### src/rtl/spike_filter_bank.sv
`default_nettype none
// +-------------------------------------------------------------------------+
// | spike_filter_bank: bank of leaky spike-count integrators sharing one     |
// | multiply datapath; increments on demand, decays in a handshaked sweep.   |
// | Revision: 1.0                                                            |
// +-------------------------------------------------------------------------+
module spike_filter_bank #(
  parameter int NFILTS = 16,
  parameter int NSTATE = 27,
  parameter int NCT    = 10,
  parameter int NMODES = 4,
  localparam int MW = (NMODES > 1) ? $clog2(NMODES) : 1,
  localparam int FW = $clog2(NFILTS)
) (
  input  logic                     clk,
  input  logic                     reset,
  input  logic [FW-1:0]            in_tag,
  input  logic [NCT-1:0]           in_ct,
  input  logic                     in_v,
  output logic                     in_a,
  output logic [NSTATE-1:0]        out_state,
  output logic [FW-1:0]            out_filt,
  output logic                     out_v,
  input  logic                     out_r,
  input  logic                     update_pulse,
  input  logic [FW:0]              filts_used,
  input  logic [NMODES*NSTATE-1:0] inc_const,
  input  logic [NMODES*NSTATE-1:0] decay_const,
  input  logic                     cfg_we,
  input  logic [FW-1:0]            cfg_filt,
  input  logic [MW-1:0]            cfg_mode,
  output logic                     sat_flag,
  output logic                     overrun
);

  localparam logic [2:0] S_CLEAR     = 3'd0;
  localparam logic [2:0] S_IDLE      = 3'd1;
  localparam logic [2:0] S_INC_RD    = 3'd2;
  localparam logic [2:0] S_INC_WR    = 3'd3;
  localparam logic [2:0] S_UPD_FIRST = 3'd4;
  localparam logic [2:0] S_UPD       = 3'd5;
  localparam logic [2:0] S_UPD_LAST  = 3'd6;

  localparam logic [FW:0] IDX_ONE = {{FW{1'b0}}, 1'b1};

  logic [2:0]          r_state;
  logic [NSTATE-1:0]   r_mem  [NFILTS];
  logic [MW-1:0]       r_mode [NFILTS];
  logic [NSTATE-1:0]   r_rd_data;
  logic [FW-1:0]       r_rd_filt;
  logic [MW-1:0]       r_rd_mode;
  logic [FW:0]         r_idx;
  logic [FW-1:0]       r_tag;
  logic [NCT-1:0]      r_ct;
  logic                r_pending;
  logic                r_sat;
  logic                r_overrun;

  logic [NSTATE-1:0]     w_inc_k;
  logic [NSTATE-1:0]     w_dec_k;
  logic [NSTATE+NCT-1:0] w_inc_prod;
  logic [NSTATE:0]       w_inc_sum;
  logic                  w_inc_sat;
  logic [NSTATE-1:0]     w_inc_res;
  logic [2*NSTATE-1:0]   w_dec_prod;
  logic [NSTATE-1:0]     w_decayed;
  logic                  w_xfer;
  logic                  w_tag_ok;
  logic                  w_take_upd;
  logic                  w_last_rd;
  logic                  w_we;
  logic [FW-1:0]         w_waddr;
  logic [NSTATE-1:0]     w_wdata;
  logic                  w_re;
  logic [FW-1:0]         w_raddr;
  logic                  w_unused;

  // Mode is captured with the read data, so a stalled output stays stable even if cfg_we hits that filter.
  always_comb begin
    w_inc_k    = inc_const[int'(r_rd_mode)*NSTATE +: NSTATE];
    w_dec_k    = decay_const[int'(r_rd_mode)*NSTATE +: NSTATE];
    w_inc_prod = {{NCT{1'b0}}, w_inc_k} * {{NSTATE{1'b0}}, r_ct};
    w_inc_sum  = {1'b0, r_rd_data} + {1'b0, w_inc_prod[NSTATE-1:0]};
    w_inc_sat  = w_inc_sum[NSTATE] | (|w_inc_prod[NSTATE+NCT-1:NSTATE]);
    w_inc_res  = w_inc_sat ? {NSTATE{1'b1}} : w_inc_sum[NSTATE-1:0];
    w_dec_prod = {{NSTATE{1'b0}}, w_dec_k} * {{NSTATE{1'b0}}, r_rd_data};
    w_decayed  = w_dec_prod[2*NSTATE-1:NSTATE];
    w_unused   = ^w_dec_prod[NSTATE-1:0];
  end

  assign out_v      = (r_state == S_UPD) || (r_state == S_UPD_LAST);
  assign in_a       = (r_state == S_INC_WR);
  assign out_state  = w_decayed;
  assign out_filt   = r_rd_filt;
  assign sat_flag   = r_sat;
  assign overrun    = r_overrun;
  assign w_xfer     = out_v & out_r;
  assign w_tag_ok   = ({1'b0, r_tag} < filts_used);
  assign w_take_upd = (r_state == S_IDLE) && !in_v && r_pending;
  assign w_last_rd  = (r_idx == (filts_used - IDX_ONE));

  always_comb begin
    w_we    = 1'b0;
    w_waddr = r_rd_filt;
    w_wdata = w_decayed;
    w_re    = 1'b0;
    w_raddr = r_tag;
    case (r_state)
      S_CLEAR: begin
        w_we    = 1'b1;
        w_waddr = r_idx[FW-1:0];
        w_wdata = '0;
      end
      S_INC_RD:    w_re = 1'b1;
      S_INC_WR: begin
        w_we    = w_tag_ok;
        w_waddr = r_tag;
        w_wdata = w_inc_res;
      end
      S_UPD_FIRST: begin
        w_re    = 1'b1;
        w_raddr = '0;
      end
      S_UPD: begin
        w_we    = w_xfer;
        w_re    = w_xfer;
        w_raddr = r_idx[FW-1:0];
      end
      S_UPD_LAST:  w_we = w_xfer;
      default: ;
    endcase
  end

  always_ff @(posedge clk) begin
    if (w_we) r_mem[w_waddr] <= w_wdata;
    if (w_re) begin
      r_rd_data <= r_mem[w_raddr];
      r_rd_filt <= w_raddr;
      r_rd_mode <= r_mode[w_raddr];
    end
  end

  always_ff @(posedge clk) begin
    if (reset) begin
      for (int k = 0; k < NFILTS; k++) r_mode[k] <= '0;
    end else if (cfg_we) begin
      r_mode[cfg_filt] <= cfg_mode;
    end
  end

  always_ff @(posedge clk) begin
    if (reset) begin
      r_state   <= S_CLEAR;
      r_idx     <= '0;
      r_tag     <= '0;
      r_ct      <= '0;
      r_pending <= 1'b0;
      r_sat     <= 1'b0;
      r_overrun <= 1'b0;
    end else begin
      // A pulse landing on the cycle the sweep is launched re-arms rather than overruns.
      if (update_pulse) begin
        if (r_pending && !w_take_upd) r_overrun <= 1'b1;
        r_pending <= 1'b1;
      end else if (w_take_upd) begin
        r_pending <= 1'b0;
      end
      if ((r_state == S_INC_WR) && w_tag_ok && w_inc_sat) r_sat <= 1'b1;

      case (r_state)
        S_CLEAR: begin
          r_idx <= r_idx + IDX_ONE;
          if (&r_idx[FW-1:0]) begin
            r_idx   <= '0;
            r_state <= S_IDLE;
          end
        end
        S_IDLE: begin
          if (in_v) begin
            r_tag   <= in_tag;
            r_ct    <= in_ct;
            r_state <= S_INC_RD;
          end else if (r_pending) begin
            r_idx   <= '0;
            r_state <= S_UPD_FIRST;
          end
        end
        S_INC_RD: r_state <= S_INC_WR;
        S_INC_WR: r_state <= S_IDLE;
        S_UPD_FIRST: begin
          r_idx   <= IDX_ONE;
          r_state <= (filts_used == IDX_ONE) ? S_UPD_LAST : S_UPD;
        end
        S_UPD: begin
          if (w_xfer) begin
            r_idx <= r_idx + IDX_ONE;
            if (w_last_rd) r_state <= S_UPD_LAST;
          end
        end
        S_UPD_LAST: if (w_xfer) r_state <= S_IDLE;
        default: r_state <= S_IDLE;
      endcase
    end
  end

endmodule
`default_nettype wire

### config.mk
export PLATFORM = sky130hd
export DESIGN_NAME = spike_filter_bank
export DESIGN_NICKNAME = d
export VERILOG_FILES = /design/src/rtl/spike_filter_bank.sv
export SDC_FILE = /design/constraint.sdc
export NUM_CORES = 2
export LEC_CHECK = 0
export ABC_AREA = 1
export CORE_MARGIN = 2
export CORE_UTILIZATION = 60
export CTS_CLUSTER_DIAMETER = 120
export DETAILED_ROUTE_END_ITERATION = 12
export PLACE_DENSITY = 0.8
export SYNTH_ARGS = -nofsm -noshare
export SYNTH_HDL_FRONTEND = slang
export SYNTH_SLANG_ARGS = --single-unit
### constraint.sdc
create_clock -name clk -period 20.8 [get_ports clk]
set_input_delay 6.24 -clock clk [delete_from_list [all_inputs] [get_ports clk]]
set_output_delay 6.24 -clock clk [all_outputs]
set_load 0.02 [all_outputs]
* Word level (Yosys, flattened, before mapping)
Memories as Yosys holds them, arrays and structs flattened. A register that Yosys moved wholly into a read port is not among the register bits.
Cells that the tools add are included.
W data, S select, Z words.
** Word-level totals
- Bits in registers :: 29
- Latch bits :: 0
- Memory bits (writable) :: 464
- ROM bits :: 0
- Input port bits :: 247
- Memories :: 2
** Memory list
- r_mem :: words 16, width 27, rd ports 1, clocked after Yosys merged registers in 1, wr ports 1, line 47 : logic [NSTATE-1:0] r_mem [NFILTS];
- r_mode :: words 16, width 2, rd ports 1, clocked after Yosys merged registers in 1, wr ports 16, line 48 : logic [MW-1:0] r_mode [NFILTS];
** Operators by class
- Add/subtract/negate cells :: 3
- $mul :: 3
- Div/mod/pow operators :: 0
- $lt $le $gt $ge :: 1
- Equality and inequality tests :: 15
- Shift operators :: 2
- Muxes and demuxes :: 31
- Bitwise logic cells :: 2
- Reductions and logical operators :: 20
** Operators by type and width (number)
- $shiftx A108 B32 Y27 :: 1
- $shiftx A108 B8 Y27 :: 1
- $mul A27 B27 Y54 :: 1
- $pmux W27 S2 :: 1
- $mul A27 B10 Y37 :: 1
- $add A27 B27 Y28 :: 1
- $mux W27 :: 1
- $mux W5 :: 4
- $pmux W5 S4 :: 1
- $mux W3 :: 6
- $pmux W3 S6 :: 1
- $pmux W4 S2 :: 2
- $ne A2 B2 Y1 const B :: 6
- $mux W1 :: 10
- $reduce_or A10 Y1 :: 1
- $eq A3 B3 Y1 const B :: 3
- $reduce_and A4 Y1 :: 2
- $mul A2 B5 Y7 const B :: 1
- $eq A3 B2 Y1 const B :: 2
- $reduce_or A2 Y1 :: 3
- $add A5 B1 Y5 const B :: 1
- $eq A5 B1 Y1 const B :: 1
- $eq A5 B5 Y1 :: 1
- $logic_and A1 B1 Y1 :: 5
- 17 further kinds :: 20

* Depth between registers and ports, before layout
- Depth after elaboration :: 7
- Gate-level depth with buffers :: 39

* Worst setup path before layout
No wires, ideal clock.
- Path type :: in2out
- From :: input port decay_const[53]
- To :: output port out_state[19]
- Data arrival time :: 12.284 ns
- Required time :: 14.560 ns
- Slack :: 2.276 ns
- Stages on the path :: 29
- Buffers on the path :: 1
- Path through :: nand2_1 -> nand3_1 -> nand2_1 -> clkbuf_1 -> nor2_1 -> fa_1 -> inv_1 -> fa_1 -> inv_1 -> fa_1 -> inv_1 -> fa_1 -> inv_1 -> fa_1 -> inv_1 -> fa_1 -> inv_1 -> fa_1 -> ha_1 -> a21oi_1 -> inv_1 -> a31oi_1 -> o21ai_0 -> a21oi_1 -> nand2_1 -> nand3_1 -> nand2_1 -> or2_2 -> and2_1
** Between the ends
- Cells in the longest elaborated chain, start to end :: 2
** Ends and longest elaborated chain
- start, declared :: line 28 : input logic [NMODES*NSTATE-1:0] decay_const,
- $shiftx A108 B8 Y27 :: line 81 : w_dec_k = decay_const[int'(r_rd_mode)*NSTATE +: NSTATE];
- $mul A27 B27 Y54 :: line 86 : w_dec_prod = {{NSTATE{1'b0}}, w_dec_k} * {{NSTATE{1'b0}}, r_rd_data};
- end, declared :: line 21 : output logic [NSTATE-1:0] out_state,
Every way passes these cells.

* Final worst setup path
- From :: input port decay_const[77]
- To :: output port out_state[22]
The elaborated chain is that of the path after synthesis.

==> run summary <==
STATUS
--------------------------------------------------------------------------------------
Run status                                                                finished clean

TIMING
--------------------------------------------------------------------------------------
Remaining max-slew budget at the tightest pin                                    15.4%
Final total negative setup slack                                                  0 ns
Worst Max-Slew Pin Slew                                                        1.27 ns
Count of final setup violators                                                       0
Final clock skew                                                             0.0291 ns
Setup repair after global routing missed its margin                              false
Post-route worst hold slack                                                   0.455 ns
Maximum achievable frequency                                                0.0487 GHz
Clock period minus worst slack                                                20.52 ns
Final Slew Violations                                                                0
Hold violation count in the final report                                             0
Final critical-path share of the clock period                                    98.7%

SYNTHESIS
--------------------------------------------------------------------------------------
Synth warn                                                                           0
Gate count of the mapped netlist                                                  6470
Distinct cell type count of the synthesized netlist                                 57
Sequential area share after synthesis                                            27.3%
Average size of a mapped cell                                               8.74 sq um
Cell Area, Synth                                                           56500 sq um
Fraction of synthesis flops using an asynchronous set or reset pin                  0%
Number of synthesized flops with an enable pin                                     497
Primary FF master, synth                                                      edfxtp_1
Post-synthesis net count                                                          7835
Synthesis-stage register bit count                                                 522

CRITICAL PATH
--------------------------------------------------------------------------------------
Critical Path Fanout Max                                                             8
Worst reg-to-reg setup slack                                                  10.79 ns
Endpoint of the lowest-slack register-to-register path                    r_mem[10][2]
Crit Reg-Reg Startpoint                                                   r_rd_mode[0]
Startpoint class of the critical path                                     primary input
Required time at the worst-slack endpoint                                     14.56 ns
Worst-case reg-to-reg path depth                                                    33
Worst setup path class                                                    primary input to primary output
CP Data Arrival Time                                                          14.28 ns
Crit. End Element                                                         primary output

GRT
--------------------------------------------------------------------------------------
GRT Util Overall                                                                 35.2%
Number of global-route vias before repair                                        46800
GRT overflow                                                                         0
Antenna violations before repair                                                     4
Wire length of the first global-routing pass                                 262000 um
Largest net degree at the start of global routing                                  233

DRT
--------------------------------------------------------------------------------------
Routed WL per cell                                                             21.4 um
Number of nets with antenna violations after detailed routing                        0
Starting DRT DRC Count                                                            4603
DRC                                                                                  0
Via density per instance                                                          5.79
DR vias                                                                          46000
Number of iterations in the first detailed-routing pass                              6
Total detailed-routing wirelength                                            170000 um

CLOCK NETWORK
--------------------------------------------------------------------------------------
TritonCTS clock tree                                                               yes
Depth of the CTS H-tree                                                              2
Cell at the root of the clock tree                                           clkbuf_16
Clock slew at the register clock pins of the worst setup and hold paths        0.07 ns
Worst-skew pair later-pin latency                                              0.60 ns
Number of buffers inserted by hold repair at cts                                     0
TritonCTS buffer count                                                              45
Bufs on Longest Clock Path                                                           3
Number of sinks handled by clock tree synthesis                                    522

FLOORPLAN
--------------------------------------------------------------------------------------
Number of core rows                                                                112
Die area                                                                   96700 sq um
Initial Utilization                                                              60.6%
Area of the core                                                           93300 sq um
Die Width                                                                       311 um
Top Ports                                                                          282
Die Y-Extent                                                                    311 um

RUN
--------------------------------------------------------------------------------------
Max-cap viol count                                                                   0

FINISH
--------------------------------------------------------------------------------------
Area added between synthesis and finish                                          10.6%
Final nets                                                                        8018
Share of cells above drive strength 1                                            4.54%

WORST HOLD PATH
--------------------------------------------------------------------------------------
Class of the tightest hold or removal check                               flop to flop
Worst Hold Endpoint                                                            overrun
Hold Path Stages                                                                     2
Start point of the worst hold path                                             overrun

PLACED DESIGN
--------------------------------------------------------------------------------------
Number of port buffers                                                             281
DP HPWL                                                                      130000 um
Final estimated routing congestion in global placement                            1.08

-- cells in the mapped netlist, types with 60 or more instances --
cell type | n | area [sq um]
fa_1 | 822 | 16500
clkbuf_1 | 195 | 732
inv_1 | 1200 | 4500
ha_1 | 296 | 3700
nor2_1 | 787 | 2950
o21ai_0 | 246 | 1230
o211ai_1 | 60 | 450
a21oi_1 | 149 | 746
nand3_1 | 175 | 876
nand2_1 | 1474 | 5530
o221ai_1 | 65 | 569
edfxtp_1 | 497 | 14900
-- flip-flops by register name, summed over array words and instances, names as in the netlist --
name / flops
r_mem: 432
r_mode: 32
r_rd_data: 27
r_ct: 10
r_idx: 5
out_filt: 4
r_tag: 4
r_state: 3
r_rd_mode: 2
overrun: 1
r_pending: 1
sat_flag: 1
-- cells by family after synthesis --
logic type	count (synthesis)	share of synthesized area [%]
adder cells (fa/ha/maj)	1118	35.7
buffers and inverters	1499	10.1
AND/OR/NAND/NOR	2571	18.1
flip-flops	522	27.3
XOR/XNOR	70	1.08
AO/OA/AOI/OAI	661	7.22
multiplexers	29	0.514
-- worst max-delay path, stage by stage --
cell and delay (ns):
clkdlybuf4s50_1 0.49, nand2_1 0.07, nand3_1 0.12, nand2_1 0.12, inv_1 0.34, buf_4 0.22
nand2_1 0.08, fa_1 0.52, inv_1 0.05, fa_1 0.48, fa_1 0.54, inv_1 0.05
fa_1 0.48, fa_1 0.55, inv_1 0.07, fa_1 0.50, fa_1 0.45, ha_1 0.38
a21oi_1 0.34, o21bai_1 0.20, a21oi_1 0.23, o21ai_0 0.26, a211oi_2 0.35, nand2_1 0.08
nand2_1 0.08, and2_1 0.30, clkdlybuf4s50_1 0.67
-- cells in the final DEF (no fill, tap or decap), types with 10 or more instances in the layout --
cell type        instances
dfxtp_1                 25
nor2_4                  18
nand2_2                 11
clkinv_1                20
nand4_1                 16
o32ai_1                 54
nand3_1                175
xor2_1                  42
o21ai_1                 18
or2_2                   33
a21oi_1                149
o21ai_0                246
nand2_1               1473
o221ai_1                64
clkbuf_16               45
inv_1                 1188
clkdlybuf4s50_1        281
fa_1                   822
xnor2_1                 27
clkinvlp_4              15
ha_1                   296
mux2i_1                 29
and2_1                  16
nor2_1                 771
o211ai_1                60
buf_4                  130
edfxtp_1               497
nor3_1                  28
o21a_1                  10
a31oi_1                 14
-- metrics by stage --
step	cell area, sq um	utilization (%)	instances	setup slack (ns)
5_1_grt	62500	67.0	7943	0.0649
3_5_place_dp	60900	65.3	7854	0.239
2_1_floorplan	56500	-	6470	2.28
3_3_place_gp	60900	65.3	7854	0.116
6_report	62500	67.0	7945	0.279
4_1_cts	62400	66.9	7937	0.188
-- worst max path at each step --
stage,from,slack (ns),to
after CTS,decay_const[76],0.19,out_state[22]
final,decay_const[77],0.28,out_state[22]
after floorplan,decay_const[53],2.28,out_state[19]
after detailed placement,decay_const[76],0.24,out_state[22]
after global placement,decay_const[76],0.12,out_state[22]
after global routing,decay_const[102],0.06,out_state[12]
-- per-layer routing --
metal | share of wire (%) | GRT usage (%) | vias up
met5 | 0 | 0 | -
li1 | - | - | 20500
met1 | 38 | 46.5 | 22500
met2 | 47 | 57.7 | 2541
met4 | 4.4 | 13.9 | 0
met3 | 10 | 6.66 | 463
-- repair_timing --
item                                    4_1_cts  5_1_grt
endpoints found under the setup margin        0        5
resized for setup                             0       15
buffers inserted                              0        6
endpoints found under the hold margin         0        0
-- final cells by class --
class	instances	area, sq um
Sequential cell	522	15400
Fill cell	7419	30800
Clock inverter	33	369
Multi-Input combinational cell	4449	35600
Timing Repair Buffer	413	3830
Clock buffer	50	1140
Inverter	1222	4640
Antenna cell	2	5.00
Tap cell	1254	1570
Power is not shown: default switching activity piles up to over one toggle a cycle in this logic, so the estimate is an artifact.
